`config.mk`:
```
export PLATFORM = sky130hd
export DESIGN_NAME = argmax_stream_pipe_flat
export DESIGN_NICKNAME = d
export VERILOG_FILES = /design/src/rtl/argmax_stream_pipe_if.sv /design/src/rtl/argmax_stream_pipe.sv /design/src/flat_wrapper.sv
export SDC_FILE = /design/constraint.sdc
export NUM_CORES = 1
export LEC_CHECK = 0
export ABC_AREA = 1
export ABC_CLOCK_PERIOD_IN_PS = 2200
export CORE_MARGIN = 2
export CORE_UTILIZATION = 38
export DETAILED_ROUTE_END_ITERATION = 8
export GPL_ROUTABILITY_DRIVEN = 0
export SETUP_SLACK_MARGIN = 0.5
export SYNTH_ARGS = -nofsm -noshare
export SYNTH_HDL_FRONTEND = slang
export SYNTH_SLANG_ARGS = --single-unit
```
`constraint.sdc`:
```
create_clock -name clk -period 2.2 [get_ports clk]
set_clock_uncertainty 0.2 [all_clocks]
set_input_delay 0.22 -clock clk [delete_from_list [all_inputs] [get_ports clk]]
set_output_delay 0.22 -clock clk [all_outputs]
set_load 0.05 [all_outputs]
```
`src/rtl/argmax_stream_pipe_if.sv`:
```
// argmax_stream_pipe_if: valid/ready bundle for the argmax classifier.
// Carries the c_sum input handshake (s_valid/s_ready/c_sum) and the packed
// result handshake (m_valid/m_ready/y). slave = the classifier, master = the
// surrounding logic that feeds sums and consumes results.
interface argmax_stream_pipe_if #(
  parameter int CLASS_NUM = 10,
  parameter int WEIGHT_LENGTH = 14,
  parameter int C_M00_AXIS_TDATA_WIDTH = 64
);
  logic s_valid;
  logic s_ready;
  logic [CLASS_NUM-1:0][WEIGHT_LENGTH-1:0] c_sum;
  logic m_valid;
  logic m_ready;
  logic [C_M00_AXIS_TDATA_WIDTH-1:0] y;
  modport slave (input s_valid, c_sum, m_ready, output s_ready, m_valid, y);
  modport master (output s_valid, c_sum, m_ready, input s_ready, m_valid, y);
endinterface

```
`src/rtl/argmax_stream_pipe.sv`:
```
// argmax_stream_pipe: pipelined argmax over per-class sums, throughput 1.
// Ports: clk, rst_n (async, active-low); io (slave): s_valid/s_ready/c_sum in,
// m_valid/m_ready/y out, y = {score (sign-extended or 0), 16-bit index};
// result_count = results accepted downstream (wraps).
module argmax_stream_pipe #(
  parameter int CLASS_NUM = 10,
  parameter int WEIGHT_LENGTH = 14,
  parameter int C_M00_AXIS_TDATA_WIDTH = 64,
  parameter int LEVELS_PER_STAGE = 1,
  parameter int TIE_HIGH = 0,
  parameter int OUT_SCORE = 1
) (
  input logic clk,
  input logic rst_n,
  argmax_stream_pipe_if.slave io,
  output logic [31:0] result_count
);
  localparam int IL = ($clog2(CLASS_NUM) < 1) ? 1 : $clog2(CLASS_NUM);
  localparam int TW = 1 << IL;
  localparam int W = WEIGHT_LENGTH;
  localparam int C = C_M00_AXIS_TDATA_WIDTH;
  logic adv;
  logic [TW-1:0][W-1:0] leaf_d;
  logic [C-1:0] y_n;
  // Whole pipeline advances together; it freezes only while a result waits.
  assign adv = !(io.m_valid && !io.m_ready);
  assign io.s_ready = adv;
  assign leaf_d = (TW*W)'(io.c_sum);
  for (genvar l = 0; l <= IL; l++) begin : lv
    localparam int N = TW >> l;
    logic v;
    logic [N-1:0][W-1:0] val;
    logic [N-1:0][IL-1:0] idx;
    if (l == 0) begin : g_leaf
      always_ff @(posedge clk or negedge rst_n)
        if (!rst_n) begin
          v <= 1'b0;
          val <= '0;
        end else if (adv) begin
          v <= io.s_valid;
          val <= leaf_d;
        end
      always_comb
        for (int n = 0; n < N; n++) idx[n] = IL'(n);
    end else begin : g_node
      logic [N-1:0] tk;
      logic [N-1:0][W-1:0] cv;
      logic [N-1:0][IL-1:0] ci;
      // A subtree is real iff its first leaf is a real class, so padding is a
      // compile-time property of node position and never needs a stored tag.
      always_comb
        for (int n = 0; n < N; n++) begin
          tk[n] = (((2*n+1) << (l-1)) < CLASS_NUM) &&
                  (!(((2*n) << (l-1)) < CLASS_NUM) ||
                   $signed(lv[l-1].val[2*n+1]) > $signed(lv[l-1].val[2*n]) ||
                   (TIE_HIGH != 0 && lv[l-1].val[2*n+1] == lv[l-1].val[2*n]));
          cv[n] = tk[n] ? lv[l-1].val[2*n+1] : lv[l-1].val[2*n];
          ci[n] = tk[n] ? lv[l-1].idx[2*n+1] : lv[l-1].idx[2*n];
        end
      if (l % LEVELS_PER_STAGE == 0 || l == IL) begin : g_reg
        always_ff @(posedge clk or negedge rst_n)
          if (!rst_n) begin
            v <= 1'b0;
            val <= '0;
            idx <= '0;
          end else if (adv) begin
            v <= lv[l-1].v;
            val <= cv;
            idx <= ci;
          end
      end else begin : g_comb
        assign v = lv[l-1].v;
        assign val = cv;
        assign idx = ci;
      end
    end
  end
  assign y_n = {OUT_SCORE != 0 ? (C-16)'($signed(lv[IL].val[0])) : {(C-16){1'b0}},
                16'(lv[IL].idx[0])};
  always_ff @(posedge clk or negedge rst_n)
    if (!rst_n) begin
      io.m_valid <= 1'b0;
      io.y <= '0;
      result_count <= '0;
    end else begin
      if (adv) io.m_valid <= lv[IL].v;
      if (adv && lv[IL].v) io.y <= y_n;
      if (io.m_valid && io.m_ready) result_count <= result_count + 32'd1;
    end
endmodule

```
`src/flat_wrapper.sv`:
```
// flat-port wrapper written by rule: the top's interface ports become plain ports
module argmax_stream_pipe_flat 
#(
  parameter int CLASS_NUM = 10,
  parameter int WEIGHT_LENGTH = 14,
  parameter int C_M00_AXIS_TDATA_WIDTH = 64,
  parameter int LEVELS_PER_STAGE = 1,
  parameter int TIE_HIGH = 0,
  parameter int OUT_SCORE = 1
)
  (clk, rst_n, result_count, io_s_valid, io_c_sum, io_m_ready, io_s_ready, io_m_valid, io_y);
  argmax_stream_pipe_if #(.CLASS_NUM(CLASS_NUM), .WEIGHT_LENGTH(WEIGHT_LENGTH), .C_M00_AXIS_TDATA_WIDTH(C_M00_AXIS_TDATA_WIDTH)) io_i ();
  input logic clk;
  input logic rst_n;
  output logic [31:0] result_count;
  input wire logic [$bits(io_i.s_valid)-1:0] io_s_valid;
  input wire logic [$bits(io_i.c_sum)-1:0] io_c_sum;
  input wire logic [$bits(io_i.m_ready)-1:0] io_m_ready;
  output wire logic [$bits(io_i.s_ready)-1:0] io_s_ready;
  output wire logic [$bits(io_i.m_valid)-1:0] io_m_valid;
  output wire logic [$bits(io_i.y)-1:0] io_y;
  assign io_i.s_valid = io_s_valid;
  assign io_i.c_sum = io_c_sum;
  assign io_i.m_ready = io_m_ready;
  assign io_s_ready = io_i.s_ready;
  assign io_m_valid = io_i.m_valid;
  assign io_y = io_i.y;
  argmax_stream_pipe #(.CLASS_NUM(CLASS_NUM), .WEIGHT_LENGTH(WEIGHT_LENGTH), .C_M00_AXIS_TDATA_WIDTH(C_M00_AXIS_TDATA_WIDTH), .LEVELS_PER_STAGE(LEVELS_PER_STAGE), .TIE_HIGH(TIE_HIGH), .OUT_SCORE(OUT_SCORE)) u_core (.clk(clk), .rst_n(rst_n), .io(io_i), .result_count(result_count));
endmodule
```
==> flow_metrics.tcl <==
set metrics [dict create \
    status "finished, violations left" \
    violations "setup timing" \
    synthSimpleGateAreaFrac_pct 27.7 \
    r2r_start "u_core.lv[2].val[13]" \
    wl_per_cell_um 16.0 \
    nets 3241 \
    crit_family "simple AND/OR/NAND/NOR gates" \
    rrSetupSlack_ns -0.03 \
    drive_gt1_share_pct 38.1 \
    synthXorXnorAreaFrac_pct 1.33 \
    synthAdderAreaFrac_pct 7.81 \
    synth_area_per_cell_sq_um 7.96 \
    die_w_um 235 \
    hp-class "in -> reg" \
    crit_end "u_core.lv[3].val[1]" \
    synthCells 2557 \
    synthMuxAreaShare_pct 0.830 \
    via_per_inst 4.92 \
    crit_start "u_core.lv[2].val[13]" \
    clock_sinks 372 \
    io_buffers 229 \
    placed_area_sq_um 24800 \
    ys.flop_type "dfrtp_1" \
    drcViolationCount 0 \
    grt_overflow_total 0 \
    fin_util_pct 58.3 \
    fp.coreArea_sq_um 52800 \
    ys_async_sr_fraction_pct 100 \
    cp_cell_sequence "inv_2, ha_4, nand2_4, nor2_4, nand2_2, nor2_4, nand4_1, buf_4, nand3_4, nand2_1, nand3_1, nand2_1" \
    start_kind "flip-flop" \
    timing.final.ws_setup_ns -0.0259 \
    cts_tree "done" \
    area_growth_pct 51.2 \
    cellPowerDensity_nw_per_um2 1740 \
    dp_cells 3453 \
    finalNonFillerCells 3693 \
    cp_slowest_cell "dfrtp_1" \
    h-tree-depth 2 \
    post-route-period-util_pct 101 \
    synth_edf_count 0 \
    ir_drop_mv 0.843 \
    ys_types 41 \
    dieArea_sq_um 55400 \
    numCtsBuffers 45 \
    clock_latency_ns 0.59 \
    synth_largest_area_cell "dfrtp_1" \
    end_kind "flip-flop" \
    fin_area_sq_um 30800 \
    synth_area_leaders "dfrtp_1, nand2_1, ha_1" \
    netlist_top_cells_count "nand2_1, dfrtp_1, inv_1" \
    cp.arrival_ns 2.50 \
    cp_slowest_stage_delay_ns 0.37 \
    maxSlewViolCount 0 \
    hold_violations 0 \
    tightest_slew_ns 0.505 \
    synth_warnings 0 \
    ys_seq_elements 372 \
    min_period_ns 2.23 \
    dp_hpwl_mm 37.7 \
    clkSlewWorstSetupHoldPaths_ns 0.06 \
    grt_pass1_vias 18306 \
    critPathKind "reg -> reg" \
    cp_num_buf_inv 2 \
    io_pins 242 \
    ant_nets 0 \
    worst_ep_required_time_ns 2.47 \
    seq_area_frac_synth_pct 45.8 \
    timing.hold.ws_ns 0.0227 \
    cts_root_buf "clkbuf_16" \
    pre_cts_ws_ns -0.0637 \
    grt_max_degree 83 \
    row_count 84 \
    drt_iter0_markers 989 \
    slew-limit-headroom_pct 66.4 \
    vias 18167 \
    yosysTopAreaCellShare_pct 45.8 \
    timing.setup.tns_ns -0.0450 \
    die_y_um 235 \
    p_total_mw 53.6 \
    setup_viol 4 \
    grt_first_pass_wirelength_mm 91.6 \
    path_depth 12 \
    reg2reg_to "u_core.lv[3].val[1]" \
    track_usage_pct 19.9 \
    drv_cap 0 \
    fmax_mhz 449 \
    p_leak_nw 15.4 \
    initial_core_util_pct 38.6 \
    rsz0062_at_grt "yes" \
    fillCellCount 4510 \
    syn_area_sq_um 20300 \
    clock_path_buffers 3 \
    drt_wl_total_mm 59.1 \
    first_pass_iters 5 \
    r2r_cells 12 \
    yosysMostFrequentCell "nand2_1" \
    synth_top_family_by_area "simple AND/OR/NAND/NOR gates" \
    antenna_found_initial 1 \
    crit_path_max_fanout 8 \
    antenna_cells 0 \
    synth_compound_area_share_pct 5.16 \
]
[report_power, final]
| group | internal (mW) | leakage (nW) | switching [mW] |
|---|---|---|---|
| combinational | 14.2 | 10.2 | 20.3 |
| clock | 4.62 | 0.753 | 2.98 |
| sequential | 9.64 | 4.36 | 1.82 |
| total | 28.5 | 15.4 | 25.1 |
[placed cells by master (no fill, tap or decap), types with 11 or more instances in the layout]
cell type          n
a21oi_1           15
nand2_4           67
a21oi_4           11
xor2_1            18
clkbuf_16         49
inv_2             92
nor2_1            12
ha_1              62
buf_4            203
nand3_2          218
inv_1            280
mux2_2            15
ha_4              64
dfrtp_2           27
dlygate4sd3_1     43
buf_2             21
conb_1            12
clkdlybuf4s50_1  142
dfrtp_1          344
buf_12            37
nand2_8           15
nand2_1          676
nand2_2          132
nand3_1           41
nor2_4            28
xnor2_1           13
clkbuf_8          15
buf_6             31
nand3_4           65
o21ai_0          162
[worst register-to-register path, stage by stage (launching register included)]
cell and delay, ns:
dfrtp_1 0.37, inv_2 0.07, ha_4 0.29, nand2_4 0.06
nor2_4 0.15, nand2_2 0.09, nor2_4 0.15, nand4_1 0.14
buf_4 0.20, nand3_4 0.18, nand2_1 0.07, nand3_1 0.10
nand2_1 0.05
[flip-flops by register name, summed over array words and instances, names as in the netlist]
name,count
u_core.result_count,32
u_core.lv.val,294
u_core.io.m_valid,1
u_core.lv.idx,22
u_core.lv.v,5
u_core.io.y,18
[per-layer routing]
layer | GRT usage, % | part of all wire [%] | vias to the layer above | routed length, um
met5 | 0 | 0.022 | - | 13
met4 | 7.16 | 2.7 | 2 | 1620
met3 | 2.86 | 3.5 | 108 | 2090
met2 | 34.6 | 52 | 368 | 30600
met1 | 25.1 | 42 | 8837 | 24700
li1 | - | - | 8852 | -
[kinds of logic after synthesis]
family / count (synthesis)
adder cells (fa/ha/maj): 127
XOR/XNOR: 31
AO/OA/AOI/OAI: 209
AND/OR/NAND/NOR: 1284
other: 1
multiplexers: 15
buffers and inverters: 518
flip-flops: 372
[final cells by class]
| type | count | area, sq um | area share, % |
|---|---|---|---|
| clock inverters | 12 | 150 | 0.488 |
| multi-input cells | 1689 | 12800 | 41.6 |
| well taps | 688 | 861 | 2.80 |
| inverters | 373 | 1410 | 4.58 |
| repair buffers | 489 | 4820 | 15.7 |
| flip-flops and latches | 372 | 9350 | 30.4 |
| clock buffers | 70 | 1370 | 4.46 |
[worst min path at each step]
stage                             from                       to  slack [ns]  depth (start not counted)
after floorplan                  rst_n        u_core.io.m_valid       -0.28                          0
after global placement           rst_n  u_core.result_count[11]       0.006                          1
after detailed placement         rst_n  u_core.result_count[11]       0.009                          1
after CTS                 io_c_sum[79]     u_core.lv[0].val[79]      0.0004                          3
after global routing      io_c_sum[71]     u_core.lv[0].val[71]        0.02                          3
final                     io_c_sum[70]     u_core.lv[0].val[70]        0.02                          3
[repair_timing]
| item | CTS | global route |
|---|---|---|
| hold buffers | 43 | 0 |
| endpoints found under the hold margin | 413 | 0 |
| setup buffers | 41 | 56 |
| pin swaps | 92 | 233 |
| gates cloned | 9 | 9 |
| endpoints found under the setup margin | 254 | 520 |
| resized for setup | 475 | 486 |
Power figures use the tool's default switching activity.
